==> config.mk <==
export PLATFORM = sky130hd
export DESIGN_NAME = frame_window_feeder
export DESIGN_NICKNAME = d
export VERILOG_FILES = /design/src/rtl/frame_window_feeder.sv
export SDC_FILE = /design/constraint.sdc
export NUM_CORES = 1
export LEC_CHECK = 0
export CAP_MARGIN = 20
export CORE_MARGIN = 2
export CORE_UTILIZATION = 33
export DETAILED_ROUTE_END_ITERATION = 12
export PLACE_DENSITY = 0.62
export SLEW_MARGIN = 30
export SYNTH_ARGS = -nofsm -noshare
export SYNTH_HDL_FRONTEND = slang
export SYNTH_SLANG_ARGS = --single-unit
==> constraint.sdc <==
create_clock -name i_clk -period 3.2 [get_ports i_clk]
set_clock_uncertainty 0.2 [all_clocks]
set_input_delay 0.64 -clock i_clk [delete_from_list [all_inputs] [get_ports i_clk]]
set_output_delay 0.64 -clock i_clk [all_outputs]
set_load 0.02 [all_outputs]
==> src/rtl/frame_window_feeder.sv <==
// Sample stream to 5x8 sliding window for Core; optional clip via FEEDER_CLIP_EN.
// Latency: o_data/o_next 2 cycles after the last channel when no gap is pending.
// Backpressure: o_ready low from the last-channel accept until the window shift.
module frame_window_feeder #(
    parameter int                 N_CH       = 8,
    parameter int                 N_FR       = 5,
    parameter int                 GAP_CYCLES = 500,
    parameter logic signed [15:0] CLIP_MAX   = 16'sh1000
) (
    input  logic        i_clk,
    input  logic        i_rst_n,
    input  logic        i_valid,
    input  logic [15:0] i_sample,
    input  logic        i_sof,
    output logic        o_ready,
    input  logic        i_clear,
    output logic [15:0] o_data [0:N_FR*N_CH-1],
    output logic        o_next,
    output logic        o_primed,
    output logic        o_sync_err
);

    localparam int CH_W  = (N_CH > 1) ? $clog2(N_CH) : 1;
    localparam int FR_W  = $clog2(N_FR + 1);
    localparam int GAP_W = $clog2(GAP_CYCLES + 1);
    localparam int N_WIN = N_FR * N_CH;
    localparam logic signed [15:0] CLIP_MIN = -CLIP_MAX;
`ifdef FEEDER_CLIP_EN
    localparam bit CLIP_EN = 1'b1;
`else
    localparam bit CLIP_EN = 1'b0;
`endif

    typedef enum logic [1:0] {
        S_FILL   = 2'd0,
        S_WAIT   = 2'd1,
        S_COMMIT = 2'd2
    } state_t;

    state_t            r_state;
    state_t            w_state_nxt;
    logic [CH_W-1:0]   r_ch;
    logic [FR_W-1:0]   r_frames;
    logic [FR_W-1:0]   w_frames_inc;
    logic [GAP_W-1:0]  r_gap;
    logic [15:0]       r_stage [0:N_CH-1];
    logic [15:0]       r_data  [0:N_WIN-1];
    logic              r_next;
    logic              r_primed;
    logic              r_sync_err;
    logic              w_accept;
    logic              w_commit;
    logic              w_resync;
    logic              w_last_ch;
    logic              w_gap_done;
    logic signed [15:0] w_s;
    logic [15:0]       w_clipped;
    logic [15:0]       w_sample;

    // Clip is purely combinational on the stage write, so it costs no cycles.
    assign w_s = signed'(i_sample);

    always_comb begin
        w_clipped = i_sample;
        if (w_s > CLIP_MAX) begin
            w_clipped = CLIP_MAX;
        end else if (w_s < CLIP_MIN) begin
            w_clipped = CLIP_MIN;
        end
    end

    assign w_sample     = CLIP_EN ? w_clipped : i_sample;
    assign w_resync     = i_sof && (r_ch != '0);
    assign w_last_ch    = (r_ch == CH_W'(N_CH - 1));
    assign w_frames_inc = (r_frames == FR_W'(N_FR)) ? r_frames : r_frames + FR_W'(1);
    // Counter reads 1 here and 0 during COMMIT, so the shift lands exactly GAP_CYCLES after o_next.
    assign w_gap_done   = (r_gap <= GAP_W'(1));

    always_ff @(posedge i_clk) begin
        if (i_rst_n || i_clear) begin
            r_state <= S_FILL;
        end else begin
            r_state <= w_state_nxt;
        end
    end

    always_comb begin
        w_state_nxt = r_state;
        o_ready     = 1'b0;
        w_accept    = 1'b0;
        w_commit    = 1'b0;
        case (r_state)
            S_FILL: begin
                o_ready  = 1'b1;
                w_accept = i_valid;
                if (i_valid && !w_resync && w_last_ch) begin
                    w_state_nxt = w_gap_done ? S_COMMIT : S_WAIT;
                end
            end
            S_WAIT: begin
                if (w_gap_done) begin
                    w_state_nxt = S_COMMIT;
                end
            end
            S_COMMIT: begin
                w_commit    = 1'b1;
                w_state_nxt = S_FILL;
            end
            default: begin
                w_state_nxt = S_FILL;
            end
        endcase
    end

    always_ff @(posedge i_clk) begin
        if (i_rst_n) begin
            r_ch       <= '0;
            r_frames   <= '0;
            r_gap      <= '0;
            r_next     <= 1'b0;
            r_primed   <= 1'b0;
            r_sync_err <= 1'b0;
            for (int c = 0; c < N_CH; c++) begin
                r_stage[c] <= '0;
            end
            for (int i = 0; i < N_WIN; i++) begin
                r_data[i] <= '0;
            end
        end else if (i_clear) begin
            // Window contents are left as they are; they are meaningless until re-primed.
            r_ch       <= '0;
            r_frames   <= '0;
            r_gap      <= '0;
            r_next     <= 1'b0;
            r_primed   <= 1'b0;
            r_sync_err <= 1'b0;
        end else begin
            r_next     <= 1'b0;
            r_sync_err <= 1'b0;
            if (r_gap != '0) begin
                r_gap <= r_gap - GAP_W'(1);
            end
            if (w_accept) begin
                if (w_resync) begin
                    r_stage[0] <= w_sample;
                    r_ch       <= CH_W'(1);
                    r_sync_err <= 1'b1;
                end else begin
                    r_stage[r_ch] <= w_sample;
                    r_ch          <= w_last_ch ? '0 : r_ch + CH_W'(1);
                end
            end
            if (w_commit) begin
                for (int f = 0; f < N_FR - 1; f++) begin
                    for (int c = 0; c < N_CH; c++) begin
                        r_data[f*N_CH + c] <= r_data[(f+1)*N_CH + c];
                    end
                end
                for (int c = 0; c < N_CH; c++) begin
                    r_data[(N_FR-1)*N_CH + c] <= r_stage[c];
                end
                r_frames <= w_frames_inc;
                if (w_frames_inc == FR_W'(N_FR)) begin
                    r_next   <= 1'b1;
                    r_primed <= 1'b1;
                    r_gap    <= GAP_W'(GAP_CYCLES - 1);
                end
            end
        end
    end

    assign o_data     = r_data;
    assign o_next     = r_next;
    assign o_primed   = r_primed;
    assign o_sync_err = r_sync_err;

endmodule

# Word level (Yosys, flattened, before mapping)
# Memory sizes are Yosys's and may differ from the RTL's. A register that Yosys moved wholly into a read port is not among the register bits.
# Index checks and enable logic that the tools add are counted.
# Widths: inputs -> output; s select.
[totals] elab_cells=98 mem_count=1 latchBits=0 output_inout_bits=644 romBits=0 ramBits=128 reg_bits=532 inputBits=21
[op_classes] n_addsub=3 multipliers=0 div=0 order_cmp=1 shifts=0 mux=30 reduce_logical=14 eq_ne=7 bitwise_logic=3
[mem_list] name="r_stage" words=8 width=16 rd=8 rd_clocked_by_memory_dff=8 write_ports=8 line_no="46" rtl="logic [15:0] r_stage [0:N_CH-1];"
[op_table] op="$mux 16" count=2
[op_table] op="$mux 9" count=3
[op_table] op="$mux 1" count=17
[op_table] op="$reduce_or 16->1" count=1
[op_table] op="$mux 3" count=4
[op_table] op="$eq 3x3->1 const B" count=3
[op_table] op="$le 9x1->1 const B" count=1
[op_table] op="$reduce_bool 9->1" count=1
[op_table] op="$sub 9x1->9 const B" count=1
[op_table] op="$add 3x1->3 const B" count=2
[op_table] op="$mux 2" count=3
[op_table] op="$reduce_and 2->1" count=3
[op_table] op="$ne 2x2->1 const B" count=2
[op_table] op="$pmux 2 s2" count=1
[op_table] op="$logic_and 1x1->1" count=3
[op_table] op="$reduce_bool 3->1" count=1
[op_table] op="$reduce_or 3->1" count=1
[op_table] op="$eq 2x1->1 const B" count=1
[op_table] op="$eq 2x2->1 const B" count=1
[op_table] op="$logic_not 2->1" count=1
[op_table] op="$not 1->1" count=2
[op_table] op="$reduce_or 2->1" count=1
[op_table] op="$logic_not 1->1" count=1
[op_table] op="$logic_or 1x1->1" count=1
[op_table] op="$or 1x1->1" count=1

# Depth between registers and ports, before layout
# Gate-level depths: netlist (run 1).
[logic_depth] ltp_word=9 mapped_depth=8 mapped_depth_nobuf=6

# Least setup slack after synthesis (run 1)
# No wires, ideal clock.
[synth_path] path_kind="input port to flip-flop" from="in i_rst_n" to="mem r_stage[7][0] (enable)" required_time_ns=2.589 t_arrival_ns=2.431 path_slack_ns=0.157 path_buffers=1 setup_ns=0.411 cell_stages=4 cell_sequence="clkbuf_1 > nor2_1 > nand3_2 > o21ai_0"
[synth_rtl] item="start, declared" line_no="11" rtl="input logic i_rst_n,"
[synth_rtl] item="end, declared" line_no="46"

# Final worst setup path (run 1)
[layout_path] from="reg r_state[1]" to="out o_ready"
[layout_between] elab_chain_cells=2
[layout_lines] item="start, declared" line_no="40" rtl="state_t r_state;"
[layout_lines] item="start signal, assigned" line_no="83" rtl="r_state <= w_state_nxt;"
[layout_lines] item="$logic_not 2->1" line_no="92" rtl="case (r_state)"
[layout_lines] item="$mux 1" line_no="92"
[layout_lines] item="end, declared" line_no="15" rtl="output logic o_ready,"
# No other way between the ends.

==> run metrics, run 1 <==
crit start category register; cell with the most instances after synthesis nand2_1; Slew Viols, Final 0; Post-Route WL 89640 µm; GRT Total Usage 19.81%; largest net degree at the start of global routing around 190; Max Cap Viol 0; outcome completed; flops & latches, synth 788; cell area after synthesis 0.02768 mm²; CTS tree yes; Pre-antenna DRT Iters 7; relative slew slack 22.23%; Final period util 84.28%; 1st-iter DRT viols 1413; final hold violations 0; Peak VDD IR 0.3423 mV; Post-DP HPWL between 60000 and 70000 µm; CTS HTree Levels 3; Clock Latency Late Sink around 640 ps; initial antenna violation count 8; post-route ant nets 0; cell row count 106; CTS Sinks 788; first-pass GRT wire length 132000 µm; nets between 3000 and 4000; die width about 300 µm; Resize count post-CTS 0; placer congestion estimate 0.8268; worst min path class in2reg; IO Port Bufs between 600 and 700; Yosys Warn Count 0; PD cells 557.0 mW/mm²; register area share after synthesis 61.63%; die height around 290 µm; Layout fillers roughly 8000; top cells by count, synth 1287 x nand2_1, 660 x dfxtp_1, 655 x a21oi_1; synth unique cells 45; unrepaired setup endpoints after global routing no; critical path capture point type primary output; die area 0.08620 mm²; total core area 0.08329 mm²; setup violators final 0; clock-pin slew on the worst setup and hold paths 60 ps; Synth Flop Type dfxtp_1; critical path class reg2out; grt ovf 0; CTS buffer count 87; Residual DRC 0; area grow syn2layout 38.97%; WP data arrival 1860 ps; Top Ports 665; via count roughly 23000; Synth top area share 47.74%; LEAKAGE 12.62 nW; Cells after Synth 3178; clock root cell clkbuf_16; FMAX 0.3708 GHz; final std cells w/o fill 4924; post-CTS setup buffer count 0; cell taking the most area after synthesis dfxtp_1; critical path required time around 2400 ps; Mean Syn Cell Area between 8 and 9 µm²; vias per cell 4.680; Clock Path Buffers 3; vias in the first global route 21060; Inst Count DP 4756; Initial Utilization 33.23%; Syn Nets 3206; Synth async-reset ratio 0%; Final TNS setup 0 ps; wire per inst 18.21 µm; Synth area leaders dfxtp_1 48%, nand2_1 17%, edfxtp_1 14%; min Tclk post-route 2697 ps; cts hold-fix bufs 0; Post-synth EDFFs 128; slew at the pin closest to its max-slew limit about 1200 ps; CP max FO 6; share of cells above drive strength 1 5.629%
placed cells by master, fill, tap and decap left out, types with 2 or more instances in the layout:
cell type / instances
bufinv_16: 8
nand2b_1: 2
inv_1: 12
buf_12: 24
diode_2: 7
or2_2: 6
clkinv_4: 2
and2_1: 128
clkbuf_1: 28
dfxtp_1: 660
clkdlybuf4s50_1: 663
mux2i_1: 2
inv_4: 2
ha_1: 7
nor3_1: 5
nor3b_4: 3
edfxtp_1: 128
clkinv_16: 2
nand3b_1: 2
clkinv_8: 2
xnor2_1: 4
clkbuf_8: 15
nor3_2: 2
nand3_1: 3
inv_16: 2
a21oi_1: 655
nor2_1: 13
clkbuf_16: 89
o21ai_2: 2
clkinv_2: 9
buf_4: 35
nand2_1: 1287
a31oi_1: 4
a211oi_1: 4
per-layer routing:
metal	wire length [µm]	GRT usage, %	share of wire, %
met5	22	0	0.025
met4	2782	6.931	3.1
met3	5881	5.030	6.6
met2	41930	31.69	47
met1	39030	25.96	44
registers in the layout, indices dropped and copies added, names as in the netlist, 2 cells and up:
| register | count |
|---|---|
| r_gap | 9 |
| r_ch | 3 |
| o_data | 640 |
| r_frames | 3 |
| r_state | 2 |
| r_stage | 128 |
stage by stage:
stage                     setup WS (ps)  utilization, %  area (µm²)  total power, mW  hold slack (ps)
after floorplan                   157.3               -       27680            11.02            271.3
after global placement            205.3           42.56       35440            11.27            240.3
after detailed placement          179.8           42.56       35440            11.27            245.9
after CTS                         434.1           46.15       38440            21.68            30.80
after global routing              364.7           46.17       38450            22.15            48.16
final                             502.9           46.18       38460            21.42            71.28
final timing paths:
kind | from | end | slack, ps | cells after the start
min reg2reg | o_data[99] | o_data[227] | 250 | 2
min | i_rst_n | o_data[191] | 70 | 2
max reg2reg | r_ch[1] | r_stage[2][5] | 820 | 6
max | r_state[1] | o_ready | 500 | 2
kinds of logic after synthesis:
kind of cell	count (synthesis)	share of synthesized area, %
mux	3	0.1130
compound gates	671	12.25
xor+xnor	5	0.1582
simple gates	1467	21.69
fa+ha+maj	7	0.3165
flops	788	61.63
buf+inv	237	3.843
worst max-delay path, stage by stage (launching register included):
cell,delay [ps]
dfxtp_1,380
nor2_1,170
clkdlybuf4s50_1,690
final cells by class:
class | count | area [µm²] | area share, %
Sequential cell | 788 | 17060 | 44.35
Multi-Input combinational cell | 2153 | 9597 | 24.95
Timing Repair Buffer | 723 | 7395 | 19.23
Clock buffer | 132 | 2539 | 6.601
Tap cell | 1080 | 1351 | 3.514
Clock inverter | 29 | 459.2 | 1.194
Inverter | 12 | 45.04 | 0.1171
Antenna cell | 7 | 17.52 | 0.04555
where the power goes:
part / total, mW / switching, mW / internal [mW]
Sequential: 10.3 / 0.0874 / 10.2
Clock: 10.4 / 4.18 / 6.18
Combinational: 0.805 / 0.487 / 0.319
Total: 21.4 / 4.76 / 16.7
(Power assumes the default switching activity.)
==> run 2: changes to the inputs <==
==> constraint.sdc (replaced) <==
create_clock -name i_clk -period 2.64 [get_ports i_clk]
set_clock_uncertainty 0.2 [all_clocks]
set_input_delay 0.528 -clock i_clk [delete_from_list [all_inputs] [get_ports i_clk]]
set_output_delay 0.528 -clock i_clk [all_outputs]
set_load 0.02 [all_outputs]
==> run 2 against run 1 <==
Against the previous run: worst hold slack worse by 10 ps; register-to-register slack worse by 420 ps; total power increased by 21%; wire length is 1.5% higher; first-iteration DRC count rose by 3.3%; critical path depth shrank 1; die area unchanged; worst setup slack got worse by 410 ps; largest cell class unchanged; highest routed layer is now met4; critical endpoint is now o_data[45].
==> run metrics, run 2 (same netlist as run 1, synthesis figures left out) <==
post-CTS setup buffer count 0 (unchanged); critical path capture point type primary output; final worst slack 97.11 ps (-405.8 ps); IO Port Bufs 664 (unchanged); Crit-path slowest cell clkdlybuf4s50_1; cell row count 106 (unchanged); Max Cap Viol 0 (unchanged); Top Ports 665 (unchanged); LEAKAGE 12.87 nW (+2.0%); Residual DRC 0 (unchanged); global routing usage on met2 33.07% (+1.4 points); vias per cell 4.689 (+0.19%); Final period util 96.32%; critical path required time 1910 ps (-450 ps); DP Worst Slack -103.2 ps (-283.0 ps); vias in the first global route 21540 (+2.3%); Final TNS setup 0 ps (unchanged); Clock Path Buffers 3 (unchanged); CTS Sinks 788 (unchanged); via count 23250 (+0.90%); Clock Latency Late Sink 620 ps (-20 ps); final hold violations 0 (unchanged); die height 293.6 µm (unchanged); critical path class reg2out; min Tclk post-route around 2500 ps; met1 Use GR 26.36% (+0.40 points); CTS HTree Levels 3 (unchanged); initial antenna violation count 10 (+2); slew at the pin closest to its max-slew limit 1071 ps (-95.97 ps); unrepaired setup endpoints after global routing no; FMAX roughly 0.4 GHz; WP data arrival 1810 ps (-50 ps); clock root cell clkbuf_16; 1st-iter DRT viols 1460 (+3.3%); wire per inst 18.35 µm (+0.82%); share of cells above drive strength 1 6.667% (+1.0 points); die width 293.6 µm (unchanged); Initial Utilization 33.23% (unchanged); crit start category register; clock-pin slew on the worst setup and hold paths 60 ps (about the same); Peak VDD IR 0.4292 mV (+25%); grt ovf 0 (unchanged); outcome completed; relative slew slack 28.62% (+6.4 points); setup violators final 0 (unchanged); Worst Path Buf+Inv 1 (unchanged); CP top delay family buffers and inverters; Post-DP HPWL 62680 µm (+1.9%); GRT Total Usage 20.24% (+0.42 points); CTS tree yes; cts hold-fix bufs 0 (unchanged); Post-Route WL 91020 µm (+1.5%); first-pass GRT wire length 135300 µm (+2.5%); most common cell after layout, fill and taps aside nand2_1; nets 3826 (+0.87%); GRT met3 Usage 4.343% (-0.69 points); critical path cell sequence clkdlybuf4s50_1; largest net degree at the start of global routing 197 (+4.8%); CP max FO 3 (-3); CP max stage delay 730 ps (+40 ps); total core area 0.08329 mm² (unchanged); busiest grt layer met2; max reg flops 640 (unchanged); CTS buffer count 89 (+2.3%); area grow syn2layout 40.70%; Pre-antenna DRT Iters 4 (-3); die area 0.08620 mm² (unchanged); worst min path class in2reg; Slew Viols, Final 0 (unchanged); placer congestion estimate 0.8394 (+1.5%); PD cells 665.2 mW/mm² (+19%); post-route ant nets 0 (unchanged); commonest non-fill, non-tap cells in the layout 1287 x nand2_1, 662 x clkdlybuf4s50_1, 660 x dfxtp_1; Resize count post-CTS 1 (+1)
==> run 2: metrics by stage <==
step                hold slack (ps)  power [mW]  instances  utilization [%]  instance area [µm²]
floorplan                     271.3       13.36       3178                -                27680
global placement              236.0       13.69       4787            43.12                35920
detailed placement            246.1       13.69       4787            43.12                35920
CTS                           6.962       26.27       4950            46.72                38920
global route                  53.69       26.83       4957            46.74                38930
finish                        61.02       25.90       4959            46.75                38940
==> run 2: cell type report <==
type                            count  area (µm²)
Antenna cell                        9       22.52
Clock buffer                      134        2714
Clock inverter                     29       285.3
Fill cell                        8026       44350
Inverter                           12       45.04
Multi-Input combinational cell   2153        9588
Sequential cell                   788       17060
Tap cell                         1080        1351
Timing Repair Buffer              754        7876
==> run 2: metal layers <==
layer  part of all wire, %  wire length, µm
met5                     0                0
met4                   3.1             2790
met3                   5.6             5094
met2                    48            43490
met1                    44            39650
==> run 2: report_power, final <==
part	switching, mW	internal [mW]	total [mW]	leakage [nW]
logic	0.588	0.416	1.00	4.76
registers	0.103	12.3	12.4	6.64
clock network	5.05	7.42	12.5	1.48
total	5.74	20.2	25.9	12.9
==> run 2: worst min-delay path, cell delays in order <==
cell and delay (ps):
buf_8 80, nor2_1 90, o21ai_0 90, a21oi_1 40
==> run 2: worst paths after layout <==
check / from / endpoint / slack, ps / depth (start not counted)
setup / recovery: o_data[45] / o_data[45] / 100 / 1
hold / removal: i_rst_n / r_ch[0] / 60 / 4
setup reg to reg: r_frames[0] / r_gap[3] / 400 / 5
hold reg to reg: o_primed / o_primed / 250 / 2
==> run 3: changes to the inputs <==
--- a/config.mk
+++ b/config.mk
@@ -9,7 +9,7 @@
 export CORE_MARGIN = 2
 export CORE_UTILIZATION = 33
 export DETAILED_ROUTE_END_ITERATION = 12
-export PLACE_DENSITY = 0.62
+export PLACE_DENSITY = 0.64
 export SLEW_MARGIN = 30
 export SYNTH_ARGS = -nofsm -noshare
 export SYNTH_HDL_FRONTEND = slang
==> constraint.sdc (replaced) <==
create_clock -name i_clk -period 2.3 [get_ports i_clk]
set_clock_uncertainty 0.2 [all_clocks]
set_input_delay 0.46 -clock i_clk [delete_from_list [all_inputs] [get_ports i_clk]]
set_output_delay 0.46 -clock i_clk [all_outputs]
set_load 0.02 [all_outputs]
==> run 3 against run 2 <==
Against the previous run: clock power increased by 9.6%; worst hold slack better by 12 ps; highest routed layer is now met5; non-clock buffer count grew 32; worst setup slack got worse by 47 ps; sequential share of layout area up 0.37 points; combinational power increased by 20%; count of clock-buffer cells in the layout shrank 11; cell count is 0.50% higher.
==> run metrics, run 3 (same netlist as run 1, synthesis figures left out) <==
IO Port Bufs 664 (unchanged); unrepaired setup endpoints after global routing no; die height 293.6 µm (unchanged); vias in the first global route 21720 (+0.83%); finished layout cell area 0.03862 mm² (-0.83%); Slew Viols, Final 0 (unchanged); critical path required time 1640 ps (-270 ps); nets 3856 (+0.78%); share of cells above drive strength 1 7.388% (+0.72 points); relative slew slack 44.65% (+16 points); Top Ports 665 (unchanged); hold path start i_rst_n; register area 0.01706 mm² (unchanged); worst min path class in2reg; Max Cap Viol 0 (unchanged); Peak VDD IR 0.5361 mV (+25%); total core area 0.08329 mm² (unchanged); Layout fillers 8182 (+1.9%); Post-Route WL 88660 µm (-2.6%); min Tclk post-route 2250 ps; setup violators final 0 (unchanged); area of the multi-input gates 0.009594 mm² (about the same); CTS Sinks 788 (unchanged); FMAX 0.4445 GHz; grt ovf 0 (unchanged); crit start category register; R2R Path Start r_gap[1]; FF-to-FF setup slack 230 ps (-170 ps); CTS buffer count 87 (-2.2%); Clock Path Buffers 3 (unchanged); GRT Total Usage 19.74% (-0.50 points); die area 0.08620 mm² (unchanged); R2R depth 6 (+1); Initial Utilization 33.23% (unchanged); Clock Latency Late Sink 610 ps (about the same); Pre-antenna DRT Iters 5 (+1); CTS HTree Levels 3 (unchanged); Post-DP HPWL 61450 µm (-2.0%); post-route ant nets 0 (unchanged); max reg flops 640 (unchanged); commonest non-fill, non-tap cells in the layout 1287 x nand2_1, 660 x dfxtp_1, 655 x a21oi_1; Final period util 97.81%; via count 23220 (-0.13%); wire per inst 17.79 µm (-3.1%); initial antenna violation count 2 (-8); largest net degree at the start of global routing 161 (-18%); critical path cell sequence clkdlybuf4s50_1; WHS Path Cells 5 (+1); die width 293.6 µm (unchanged); slew at the pin closest to its max-slew limit 830.2 ps (-240.5 ps); placed cell areas 0.03612 mm² (+0.56%); clock root cell clkbuf_16; cell row count 106 (unchanged); Crit-path slowest cell clkdlybuf4s50_1; Hold Path End r_ch[0]; CP top delay family buffers and inverters; CP max stage delay 620 ps (-110 ps); Residual DRC 0 (unchanged); Reg2Reg Capture Point r_gap[6]; most common cell after layout, fill and taps aside nand2_1; final hold violations 0 (unchanged); PD cells 756.4 mW/mm² (+14%); critical path class reg2out; CTS tree yes; 1st-iter DRT viols 1320 (-9.6%); Total Power 29.21 mW (+13%); placer congestion estimate 0.8219 (-2.1%); first-pass GRT wire length 132600 µm (-2.0%); LEAKAGE 16.45 nW (+28%); WP data arrival 1590 ps (-220 ps); Worst Path Buf+Inv 1 (unchanged); vias per cell 4.659 (-0.63%); Final TNS setup 0 ps (unchanged); outcome completed; area grow syn2layout 39.53%; critical path capture point type primary output; clock-pin slew on the worst setup and hold paths 60 ps (about the same); CP max FO 3 (unchanged); cts hold-fix bufs 0 (unchanged)
## run 3: worst max path at each step
stage                            from       endpoint  slack, ps  cells after the start
final                     o_data[329]    o_data[329]         50                      1
after global routing      o_data[564]    o_data[564]        0.2                      1
after CTS                 o_data[475]    o_data[475]        0.3                      1
after detailed placement      i_valid  r_stage[4][0]       -330                      7
after global placement        i_valid  r_stage[4][1]       -300                      7
after floorplan               i_rst_n  r_stage[5][0]       -130                      4
## run 3: layer usage
layer / global-route usage (%) / part of all wire (%) / vias to the layer above
li1: - / - / 11640
met1: 25.39 / 43 / 10840
met2: 32.55 / 48 / 605
met3: 4.343 / 6.0 / 140
met4: 7.155 / 3.3 / 2
met5: 0 / 0.016 / -
## run 3: area by class of cell
cell class / count / area share (%)
Clock buffer: 123 / 6.597
Clock inverter: 36 / 0.7647
Timing Repair Buffer: 786 / 19.97
Multi-Input combinational cell: 2153 / 24.85
Inverter: 12 / 0.1166
Antenna cell: 6 / 0.03888
Tap cell: 1080 / 3.499
Sequential cell: 788 / 44.17
## run 3: what timing repair did
| item | CTS | global route |
|---|---|---|
| resized for setup | 438 | 77 |
| cloned | 0 | 0 |
| endpoints found under the setup margin | 438 | 77 |
| setup buffers | 0 | 0 |
## run 3: power by group
part	internal, mW	total (mW)	switching [mW]
clock network	8.07	13.7	5.66
registers	14.1	14.3	0.126
logic	0.503	1.20	0.699
total	22.7	29.2	6.49
## run 3: metrics by stage
step / hold WS [ps] / instances / util (%) / worst slack [ps]
floorplan: 271.3 / 3178 / - / -130.0
global placement: 235.2 / 4819 / 43.37 / -304.9
detailed placement: 244.4 / 4819 / 43.37 / -326.4
CTS: 21.25 / 4978 / 46.12 / 0.3036
global route: 53.43 / 4978 / 46.35 / 0.1582
finish: 72.61 / 4984 / 46.36 / 50.42
